$ cat config.mk
export PLATFORM = sky130hd
export DESIGN_NAME = rand_range_reader
export DESIGN_NICKNAME = d
export VERILOG_FILES = /design/src/rtl/rand_pkg.sv /design/src/rtl/range_mask.sv /design/src/rtl/rand_range_reader.sv
export SDC_FILE = /design/constraint.sdc
export NUM_CORES = 1
export LEC_CHECK = 0
export BUFFER_PORTS_ARGS = -buffer_cell sky130_fd_sc_hd__buf_2
export CAP_MARGIN = 20
export CORE_MARGIN = 2
export CORE_UTILIZATION = 55
export DETAILED_ROUTE_END_ITERATION = 7
export GPL_TIMING_DRIVEN = 0
export MAX_ROUTING_LAYER = met4
export PLACE_DENSITY_LB_ADDON = 0.12
export SETUP_SLACK_MARGIN = 0.15
export SKIP_LAST_GASP = 1
export SYNTH_ARGS = -nofsm -noshare
export SYNTH_HDL_FRONTEND = slang
export SYNTH_SLANG_ARGS = --single-unit
$ cat constraint.sdc
create_clock -name clk -period 10.5 [get_ports clk]
set_input_delay 1.575 -clock clk [delete_from_list [all_inputs] [get_ports clk]]
set_output_delay 1.575 -clock clk [all_outputs]
set_load 0.02 [all_outputs]
$ cat src/rtl/rand_pkg.sv
// Shared types and widths for the bounded-random reader and its helpers.
package rand_pkg;

  localparam int RAND_W = 8;
  localparam int ATT_W  = 4;

  typedef enum logic [1:0] {
    IDLE  = 2'd0,
    LOAD  = 2'd1,
    CHECK = 2'd2,
    DONE  = 2'd3
  } state_e;

endpackage : rand_pkg

$ cat src/rtl/range_mask.sv
// Combinational mask generator: smallest 2^k-1 covering limit-1, used for
// mask-and-reject sampling of a random word into [0, limit).
module range_mask #(
  parameter int W = 8
) (
  input  logic [W-1:0] limit_i,
  output logic [W-1:0] mask_o
);

  logic [W-1:0] smear;

  always_comb begin
    smear = limit_i - W'(1);
    for (int sh = 1; sh < W; sh = sh * 2) begin
      smear = smear | (smear >> sh);
    end
    mask_o = smear;
  end

endmodule : range_mask

$ cat src/rtl/rand_range_reader.sv
// Pulls bytes from the random holding register and reduces each into
// [0, limit) by mask-and-reject, with a bounded retry count and fallback.
module rand_range_reader
  import rand_pkg::*;
#(
  parameter int MAX_TRIES = 4
) (
  input  logic              clk,
  input  logic              clr,
  input  logic [RAND_W-1:0] rand_byte,
  output logic              reg_en,
  input  logic              req,
  input  logic [RAND_W-1:0] limit,
  output logic              valid,
  output logic [RAND_W-1:0] value,
  input  logic              ack,
  output logic              err,
  output logic              fallback,
  output logic              busy
);

  localparam logic [ATT_W-1:0] LAST_TRY = ATT_W'(MAX_TRIES - 1);

  state_e            state_q, state_d;
  logic [RAND_W-1:0] limit_q, limit_d;
  logic [RAND_W-1:0] value_q, value_d;
  logic              err_q, err_d;
  logic              fallback_q, fallback_d;
  logic [ATT_W-1:0]  attempt_q, attempt_d;

  logic [RAND_W-1:0] mask;
  logic [RAND_W-1:0] masked;

  range_mask #(.W(RAND_W)) u_range_mask (
    .limit_i (limit_q),
    .mask_o  (mask)
  );

  assign masked = rand_byte & mask;

  always_comb begin
    // NOTE: every variable gets a default before the case so no path infers a latch.
    state_d    = state_q;
    limit_d    = limit_q;
    value_d    = value_q;
    err_d      = err_q;
    fallback_d = fallback_q;
    attempt_d  = attempt_q;

    unique case (state_q)
      IDLE: begin
        if (req) begin
          if (limit != '0) begin
            limit_d   = limit;
            attempt_d = '0;
            state_d   = LOAD;
          end else begin
            value_d    = '0;
            err_d      = 1'b1;
            fallback_d = 1'b0;
            state_d    = DONE;
          end
        end
      end

      LOAD: state_d = CHECK;

      CHECK: begin
        if (masked < limit_q) begin
          value_d    = masked;
          err_d      = 1'b0;
          fallback_d = 1'b0;
          state_d    = DONE;
        end else if (attempt_q == LAST_TRY) begin
          // mask <= 2*limit-1 keeps this difference inside [0, limit).
          value_d    = masked - limit_q;
          err_d      = 1'b0;
          fallback_d = 1'b1;
          state_d    = DONE;
        end else begin
          attempt_d = attempt_q + ATT_W'(1);
          state_d   = LOAD;
        end
      end

      DONE: begin
        if (ack) begin
          err_d      = 1'b0;
          fallback_d = 1'b0;
          state_d    = IDLE;
        end
      end

      default: state_d = IDLE;
    endcase
  end

  // NOTE: state registers use non-blocking assignments so all flops update together.
  always_ff @(posedge clk or posedge clr) begin
    if (clr) begin
      state_q    <= IDLE;
      limit_q    <= '0;
      value_q    <= '0;
      err_q      <= 1'b0;
      fallback_q <= 1'b0;
      attempt_q  <= '0;
    end else begin
      state_q    <= state_d;
      limit_q    <= limit_d;
      value_q    <= value_d;
      err_q      <= err_d;
      fallback_q <= fallback_d;
      attempt_q  <= attempt_d;
    end
  end

  // Decoded straight from state so clr drops them without waiting for an edge.
  assign reg_en   = (state_q == LOAD);
  assign valid    = (state_q == DONE);
  assign busy     = (state_q != IDLE);
  assign value    = value_q;
  assign err      = err_q;
  assign fallback = fallback_q;

endmodule : rand_range_reader

# == Word level (Yosys, flattened, before mapping) ==
# Cells that the tools add are included.
# totals
reg_bits,24
in_bits,20
output_inout_bits,13
elab_cells,62
# op_classes
n_addsub,3
order_cmp,1
eq_ne,11
mux,27
bitwise_logic,4
n_reduce_logical,10
# ops
operator,count
8-bit two-way mux,4
4-bit two-way mux,4
8-bit one-hot mux with 2 select lines,1
2-bit two-way mux,5
2-bit inequality test (second input constant),5
5-bit AND reduction,2
1-bit two-way mux,9
8-bit bitwise AND,1
8-bit less-than comparator,1
8-bit by 4-bit bitwise OR with 8-bit output,1
8-bit by 6-bit bitwise OR with 8-bit output,1
8-bit by 7-bit bitwise OR with 8-bit output,1
2-bit one-hot mux with 4 select lines,1
4-bit one-hot mux with 2 select lines,1
8-bit nonzero test,1
8-bit by 1-bit subtractor with 8-bit output (second input constant),1
8-bit subtractor,1
1-bit one-hot mux with 3 select lines,2
4-bit by 1-bit adder with 4-bit output (second input constant),1
2-bit == test (second input constant),2
4-bit by 2-bit == test with 1-bit output (second input constant),1
4-bit AND reduction,1
2-bit nonzero test,2
3-bit inequality test (second input constant),1
6 further kinds,6

# == Depth between registers and ports, before layout ==
# Gate-level depths: netlist of the first run.
# depth
word_depth,9
mapped_depth,17
depth_no_buf,15

# == Cells and area by module ==
# Synthesis of the first run repeated with hierarchy kept, for this count alone.
# hier_totals
cells_unflattened,216
area_unflattened_um2,1873.0
# modules_own_cells
module,instances,cells_per_inst,area_per_inst_um2,seq_area_each_um2
rand_range_reader,1,180,1594.0,600.6
range_mask,1,36,279.0,0.0

# == Worst setup path after synthesis of the first run ==
# OpenSTA, ideal clock, no wires.
# synth_timing
path_kind,reg2reg
start,register limit_q[1]
end,register value_q[5] (netlist: value[5])
setup_ns,0.126
arrival_ns,3.720
t_required_ns,10.374
path_slack_ns,6.654
stages_incl_launch_ff,16
path_buffers,2
period_less_slack_ns,3.846
path_cell_list,dfrtp_1 > clkbuf_1 > inv_1 > ha_1 > or2_2 > o22ai_1 > o221ai_1 > or2_1 > and2_1 > ha_1 > or3_1 > or2_1 > o22a_4 > a311o_1 > buf_6 > a221o_1
# synth_via
elab_chain_cells,9
word_cells_on_any_way,12
classes_between,2 x add/sub; 1 x order compare; 1 x eq/ne; 3 x mux; 4 x bitwise; 1 x reduce/logical
# synth_lines
item,line,rtl
"start, declared",rand_range_reader.sv:25,"logic [RAND_W-1:0] limit_q, limit_d;"
"start signal, assigned",rand_range_reader.sv:109,limit_q <= limit_d;
8-bit by 1-bit subtractor with 8-bit output,range_mask.sv:13,smear = limit_i - W'(1);
8-bit by 7-bit bitwise OR with 8-bit output,range_mask.sv:15,smear = smear | (smear >> sh);
8-bit by 6-bit bitwise OR with 8-bit output,range_mask.sv:15,
8-bit by 4-bit bitwise OR with 8-bit output,range_mask.sv:15,
8-bit bitwise AND,rand_range_reader.sv:39,assign masked = rand_byte & mask;
8-bit subtractor,rand_range_reader.sv:76,value_d = masked - limit_q;
8-bit two-way mux,rand_range_reader.sv:74,end else if (attempt_q == LAST_TRY) begin
8-bit two-way mux,rand_range_reader.sv:69,if (masked < limit_q) begin
8-bit one-hot mux with 2 select lines,rand_range_reader.sv:50,unique case (state_q)
"end signal, assigned",rand_range_reader.sv:110,value_q <= value_d;
"end, declared",rand_range_reader.sv:26,"logic [RAND_W-1:0] value_q, value_d;"
# Parallel ways exist; a longest one is shown, timed or not. The select of a mux whose other input is x is not followed.
# A chain may end at the register's enable or synchronous reset.

# == Worst setup path in the final report of the first run ==
# layout_timing
start,register limit_q[1]
end,register value_q[2] (netlist: value[2])
# Same word-level chain as after synthesis.

==> results of run 1 <==
==> worst reg2reg max path, delay by kind of cell (launching register included) <==
family                     cells  cell delay (ns)
buffers and inverters          3             0.49
adders and majority gates      2             0.66
DFF                            1             0.41
AOI/OAI and AO/OA              8             1.69
and+or+nand+nor                3             1.42
==> flip-flops by register name, indices dropped and copies added, names as in the netlist <==
name,cells
limit_q,8
attempt_q,4
err,1
fallback,1
value,8
state_q,2
==> metal layers <==
layer  wire length (um)  up-vias  GRT usage (%)
met5                  0        -              -
met4                 40        0           6.21
met3                107        7           2.13
met2               2030       25           42.7
met1               1840      778           32.5
li1                   -      829              -
==> cells by family (layout without fill, tap and decap cells) <==
family | after synthesis | count (layout) | synth area share (%)
XOR/XNOR | 7 | 7 | 3.43
multiplexers | 2 | 2 | 1.12
flip-flops | 24 | 24 | 33.6
buffers and inverters | 22 | 58 | 5.04
AO/OA/AOI/OAI | 63 | 63 | 24.2
AND/OR/NAND/NOR | 72 | 72 | 20.9
adder cells (fa/ha/maj) | 16 | 16 | 11.6
==> how the worst min path moves through the flow <==
stage | cells past startpoint | end | slack [ns] | from
detailed placement | 2 | value[4] | 0.47 | value[4]
finish | 2 | value[4] | 0.50 | value[4]
global placement | 2 | value[4] | 0.47 | value[4]
CTS | 2 | value[4] | 0.50 | value[4]
floorplan | 1 | attempt_q[0] | 0.48 | attempt_q[0]
global route | 1 | err | 0.55 | err
==> metrics by stage <==
stage          cells  util [%]  hold WS (ns)  power (mW)
2_1_floorplan    206         -         0.480       0.513
3_3_place_gp     282      65.0         0.471       0.607
3_5_place_dp     282      65.0         0.468       0.615
4_1_cts          286      66.2         0.500       0.666
5_1_grt          286      66.2         0.546       0.731
6_report         286      66.2         0.501       0.667
==> layout by cell type (no fill, tap or decap), types with 2 or more instances in the layout <==
cell                       count
sky130_fd_sc_hd__o21ai_1       3
sky130_fd_sc_hd__buf_2        32
sky130_fd_sc_hd__nor2b_1       7
sky130_fd_sc_hd__nand2b_1      3
sky130_fd_sc_hd__nor2_1       12
sky130_fd_sc_hd__nand4_1       3
sky130_fd_sc_hd__and3_1        2
sky130_fd_sc_hd__nand3_1       4
sky130_fd_sc_hd__nor3_1        3
sky130_fd_sc_hd__o21ai_0      17
sky130_fd_sc_hd__inv_1        17
sky130_fd_sc_hd__or2_1         3
sky130_fd_sc_hd__a21oi_1       9
sky130_fd_sc_hd__mux2i_1       2
sky130_fd_sc_hd__o211ai_1      3
sky130_fd_sc_hd__a22oi_1       2
sky130_fd_sc_hd__nand2_1      20
sky130_fd_sc_hd__or3_1         3
sky130_fd_sc_hd__xnor2_1       7
sky130_fd_sc_hd__o221ai_1      3
sky130_fd_sc_hd__a221o_1       3
sky130_fd_sc_hd__ha_1         15
sky130_fd_sc_hd__a31oi_1       2
sky130_fd_sc_hd__o22ai_1       4
sky130_fd_sc_hd__clkbuf_1      4
sky130_fd_sc_hd__o21a_1        5
sky130_fd_sc_hd__dfrtp_1      24
sky130_fd_sc_hd__nor4_1        4
sky130_fd_sc_hd__and2_1        2
sky130_fd_sc_hd__clkbuf_4      3
==> layout make-up <==
class	count	area share (%)
Sequential cell	24	29.5
Clock buffer	4	1.78
Buffer	5	1.29
Tap cell	44	2.70
Inverter	17	3.13
Timing Repair Buffer	32	7.86
Multi-Input combinational cell	160	53.8
==> report_power, final <==
| group | switching, mW | internal (mW) | leakage (nW) |
|---|---|---|---|
| Clock | 0.0292 | 0.0212 | 0.0210 |
| Sequential | 0.0277 | 0.126 | 0.311 |
| Combinational | 0.271 | 0.192 | 0.618 |
| Total | 0.328 | 0.339 | 0.950 |
==> flow_metrics.env, run 1 <==
export IMPL_outcome="finished clean"
export IMPL_wl_per_cell_um=14.0
export IMPL_netlist_area_leader_share_pct=33.6
export IMPL_post_synth_top_area_cell="sky130_fd_sc_hd__dfrtp_1"
export IMPL_std_cell_rows=20
export IMPL_critical_path_max_stage_delay_ns=0.83
export IMPL_syn_avg_cell_area_um2=8.67
export IMPL_route_antenna_remaining_nets=0
export IMPL_avgViaCountPerCell=5.73
export IMPL_antenna_cells=0
export IMPL_required_ns=10.76
export IMPL_dpl_hpwl_um=3190
export IMPL_synth_commonest_cells="sky130_fd_sc_hd__dfrtp_1 (24), sky130_fd_sc_hd__nand2_1 (20), sky130_fd_sc_hd__inv_1 (17), sky130_fd_sc_hd__o21ai_0 (17), sky130_fd_sc_hd__ha_1 (15)"
export IMPL_ctsResizeCount=0
export IMPL_synth_yosys_warnings=0
export IMPL_wl_um=4020
export IMPL_grt_overflow=0
export IMPL_floorplan_io_pins=33
export IMPL_tns_ns=0
export IMPL_cell_class_contributing_the_biggest_share_of_worst_path_delay="compound AO/OA/AOI/OAI gates"
export IMPL_synth_area_um2=1790
export IMPL_layout_cell_area_excl_fill_um2=2040
export IMPL_reg2reg_to="value[2]"
export IMPL_clock_insertion_delay_worst_skew_ns=0.32
export IMPL_die_x_um=61.0
export IMPL_tightest_slew_ns=0.921
export IMPL_detail_route_first_pass_iterations=4
export IMPL_clock_fmax_ghz=0.211
export IMPL_worst_r2r_src="limit_q[1]"
export IMPL_flow_area_growth_from_synthesis_pct=14.1
export IMPL_worst_hold_path_type="reg2reg"
export IMPL_h_tree_depth=1
export IMPL_synthFlopType="sky130_fd_sc_hd__dfrtp_1"
export IMPL_critPathKind="reg2reg"
export IMPL_post_route_period_util_pct=45.2
export IMPL_power_per_cell_area_nw_per_um2=327
export IMPL_detailedPlace_worstSlack_ns=5.77
export IMPL_post_synth_inst_count=206
export IMPL_synthArstFlopShare_pct=100
export IMPL_clock_net_sink_count=24
export IMPL_crit_arrival_ns=5.00
export IMPL_drive_gt1_share_pct=16.9
export IMPL_number_of_antenna_violations_at_the_first_check_in_global_routing=0
export IMPL_post_synthesis_net_count=242
export IMPL_gp_congestion=0.972
export IMPL_tritoncts_clock_tree="done"
export IMPL_critical_path_slowest_cell="sky130_fd_sc_hd__nor4_1"
export IMPL_cts_root_buffer_cell="sky130_fd_sc_hd__clkbuf_4"
export IMPL_postPlaceCellArea_um2=2000
export IMPL_design_die_area_um2=3720
export IMPL_slew_headroom_pct=38.5
export IMPL_synth_seq_area_share_pct=33.6
export IMPL_crit_path_max_fanout=8
export IMPL_grt_start_max_net_pins=25
export IMPL_synth_edf_count=0
export IMPL_maxSlewViolCount=0
export IMPL_cts_hold_repair_buffers=0
export IMPL_grt_pass1_vias=1517
export IMPL_worstSetupStartpoint="limit_q[1]"
export IMPL_synth_cell_types=48
export IMPL_cts_buffer_depth=2
export IMPL_total_leakage_power_nw=0.950
export IMPL_finalHoldViolations=0
export IMPL_setup_worst_path_end_class="register"
export IMPL_synth_most_common_cell="sky130_fd_sc_hd__dfrtp_1"
export IMPL_cts_clk_slew_worst_paths_ns=0.14
export IMPL_first_pass_grt_wire_length_um=6800
export IMPL_core_area_um2=3080
export IMPL_detailroute_via_count=1639
export IMPL_timing_final_setup_violations=0
export IMPL_post_cts_buffers=0
export IMPL_numCtsBuffers=3
export IMPL_timing_clock_skew_ns=0.0113
export IMPL_period_needed_ns=4.75
export IMPL_drt_initial_drc_count=122
export IMPL_worst_path_buf_inv=3
export IMPL_setup_reg_to_reg_worst_slack_ns=5.75
export IMPL_vert_die_dim_um=61.0
export IMPL_fill_cells=295
export IMPL_ff2ff_path_depth=16
export IMPL_grt_util_all_layers_pct=25.1
export IMPL_finalNetCount=279
export IMPL_floorplan_initialDensity_pct=58.0
export IMPL_portBuffers=32
export IMPL_seqCellArea_um2=601
export IMPL_setup_worst_path_start_class="register"
export IMPL_grt_setup_unrepaired="no"
export IMPL_timing_critical_path_cells="clkbuf_1 > inv_1 > ha_1 > or2_2 > o22ai_1 > o221ai_1 > or2_1 > o21ai_0 > inv_1 > ha_1 > o21ai_0 > a21oi_1 > o22ai_1 > nor4_1 > a32oi_1 > o21ai_1"
export IMPL_max_cap_viol_count=0
export IMPL_ys_top_cells_by_area="sky130_fd_sc_hd__dfrtp_1 (34%), sky130_fd_sc_hd__ha_1 (11%), sky130_fd_sc_hd__o21ai_0 (4.8%)"
export IMPL_worst_path_stages=16
export IMPL_worst_ir_drop_vdd_v=0.000164
export IMPL_crit_end="value[2]"
export IMPL_detail_route_drc_violations=0
export IMPL_multi_input_comb_area_um2=1100
export IMPL_postLayoutSetupSlackWorst_ns=5.75
export IMPL_postSynthRegisterBits=24
Note: power is estimated with default switching activity, not from simulation.
==> run 2, diff against run 1 <==
Settings changed: CORE_UTILIZATION 55 to 50.
Clock period 10.5 ns to 3.9 ns, I/O delays scaled along.
==> run 2 against run 1 <==
Against the previous run:
- register-to-register slack lost 5.6 ns
- combinational power increased to 3.5 times the previous value
- highest routed layer unchanged
- cell area rose by 16%
==> flow_metrics.env, run 2 (same netlist as run 1, synthesis figures left out) <==
export IMPL_route_antenna_remaining_nets=0
export IMPL_antenna_cells=0
export IMPL_period_needed_ns=3.77
export IMPL_cts_buffer_depth=2
export IMPL_grt_util_all_layers_pct=24.4
export IMPL_worst_ir_drop_vdd_v=0.000471
export IMPL_cts_hold_repair_buffers=0
export IMPL_power_per_cell_area_nw_per_um2=941
export IMPL_post_route_period_util_pct=96.6
export IMPL_critPathKind="reg2reg"
export IMPL_timing_final_setup_violations=0
export IMPL_detailedPlace_worstSlack_ns=-0.697
export IMPL_drive_gt1_share_pct=33.0
export IMPL_cts_root_buffer_cell="sky130_fd_sc_hd__clkbuf_4"
export IMPL_std_cell_rows=21
export IMPL_design_die_area_um2=4070
export IMPL_crit_path_max_fanout=5
export IMPL_gp_congestion=0.831
export IMPL_vert_die_dim_um=63.8
export IMPL_timing_clock_skew_ns=0.00215
export IMPL_h_tree_depth=1
export IMPL_core_area_um2=3390
export IMPL_detailroute_via_count=1760
export IMPL_grt_setup_unrepaired="yes"
export IMPL_clock_fmax_ghz=0.265
export IMPL_clock_net_sink_count=24
export IMPL_mostFrequentLayoutCell="sky130_fd_sc_hd__buf_2"
export IMPL_wl_per_cell_um=15.5
export IMPL_postPlaceCellArea_um2=2010
export IMPL_grt_start_max_net_pins=25
export IMPL_tritoncts_clock_tree="done"
export IMPL_die_x_um=63.8
export IMPL_worst_hold_path_type="in2async"
export IMPL_clock_insertion_delay_worst_skew_ns=0.34
export IMPL_required_ns=4.14
export IMPL_numCtsBuffers=3
export IMPL_max_cap_viol_count=0
export IMPL_total_leakage_power_nw=1.08
export IMPL_layout_cells_most_common_list="sky130_fd_sc_hd__buf_2 (33), sky130_fd_sc_hd__dfrtp_1 (23), sky130_fd_sc_hd__nand2_1 (19)"
export IMPL_first_pass_grt_wire_length_um=7670
export IMPL_detail_route_drc_violations=0
export IMPL_crit_arrival_ns=4.01
export IMPL_setup_reg_to_reg_worst_slack_ns=0.13
export IMPL_drt_initial_drc_count=114
export IMPL_grt_pass1_vias=1658
export IMPL_wl_um=4750
export IMPL_portBuffers=32
export IMPL_detail_route_first_pass_iterations=4
export IMPL_finalNetCount=298
export IMPL_avgViaCountPerCell=5.73
export IMPL_number_of_antenna_violations_at_the_first_check_in_global_routing=0
export IMPL_grt_overflow=0
export IMPL_fin_cells=307
export IMPL_floorplan_initialDensity_pct=52.7
export IMPL_finalHoldViolations=0
export IMPL_maxSlewViolCount=0
export IMPL_flow_area_growth_from_synthesis_pct=32.0
export IMPL_place_detailed_instances=284
export IMPL_cts_clk_slew_worst_paths_ns=0.14
export IMPL_setup_worst_path_start_class="register"
export IMPL_floorplan_io_pins=33
export IMPL_setup_worst_path_end_class="register"
export IMPL_layout_cell_area_excl_fill_um2=2360
export IMPL_postLayoutSetupSlackWorst_ns=0.132
export IMPL_fin_worst_hold_slack_ns=0.147
export IMPL_outcome="finished clean"
export IMPL_dpl_hpwl_um=3300
export IMPL_tightest_slew_ns=0.594
export IMPL_slew_headroom_pct=60.2
## run 2: area by class of cell
class,instances,area (um2)
clock buffer,3,22.5
tap,46,57.6
clock inverter,1,30.0
timing repair buffer,51,320
sequential,24,602
multi-input combinational,160,1220
fill,273,1030
inverter,17,63.8
buffer,5,46.3
## run 2: per-stage QoR
stage | setup TNS (ns) | total power [mW] | util, %
finish | 0 | 2.22 | 69.6
CTS | 0 | 2.02 | 64.9
detailed placement | -3.66 | 1.66 | 59.2
global route | 0 | 2.41 | 69.6
global placement | -3.59 | 1.65 | 59.2
floorplan | 0 | 1.38 | -
## run 2: per-layer routing
| metal | up-vias | wire length [um] | part of all wire (%) | GRT usage (%) |
|---|---|---|---|---|
| met5 | - | 0 | 0 | - |
| met1 | 857 | 2080 | 44 | 30.8 |
| li1 | 864 | - | - | - |
| met2 | 34 | 2470 | 52 | 41.8 |
| met3 | 5 | 152 | 3.2 | 2.64 |
| met4 | 0 | 53 | 1.1 | 6.52 |
## run 2: power breakdown
part / internal [mW] / switching [mW] / total, mW / leakage (nW)
clock network: 0.104 / 0.0849 / 0.189 / 0.0279
registers: 0.340 / 0.0746 / 0.414 / 0.310
logic: 0.741 / 0.875 / 1.62 / 0.746
## run 2: critical path, cell delays in order, from the launching register on
cell                       delay, ns
sky130_fd_sc_hd__dfrtp_1        0.43
sky130_fd_sc_hd__clkbuf_8       0.15
sky130_fd_sc_hd__or4b_4         0.51
sky130_fd_sc_hd__mux2i_1        0.18
sky130_fd_sc_hd__o221ai_2       0.17
sky130_fd_sc_hd__nand3b_1       0.28
sky130_fd_sc_hd__nor2_2         0.24
sky130_fd_sc_hd__nor2b_1        0.08
sky130_fd_sc_hd__ha_1           0.38
sky130_fd_sc_hd__nand2b_4       0.13
sky130_fd_sc_hd__a21oi_4        0.08
sky130_fd_sc_hd__o22a_4         0.25
sky130_fd_sc_hd__a311o_1        0.35
sky130_fd_sc_hd__buf_6          0.15
sky130_fd_sc_hd__a221o_1        0.30
## run 2: final timing paths
kind | start | endpoint | cells after the start
hold / removal | clr | state_q[0] | 2
setup / recovery | limit_q[0] | value[5] | 14
setup reg to reg | limit_q[0] | value[5] | 14
hold reg to reg | value[4] | value[4] | 2
max in group asynchronous | clr | limit_q[2] | 3
min in group clk | limit[7] | limit_q[7] | 3
## run 2: timing repair
action / in CTS / in global routing
buffers inserted: 9 / 8
endpoints found under the setup margin: 15 / 10
resized for setup: 16 / 19
pin swaps: 12 / 10
gates cloned: 1 / 0
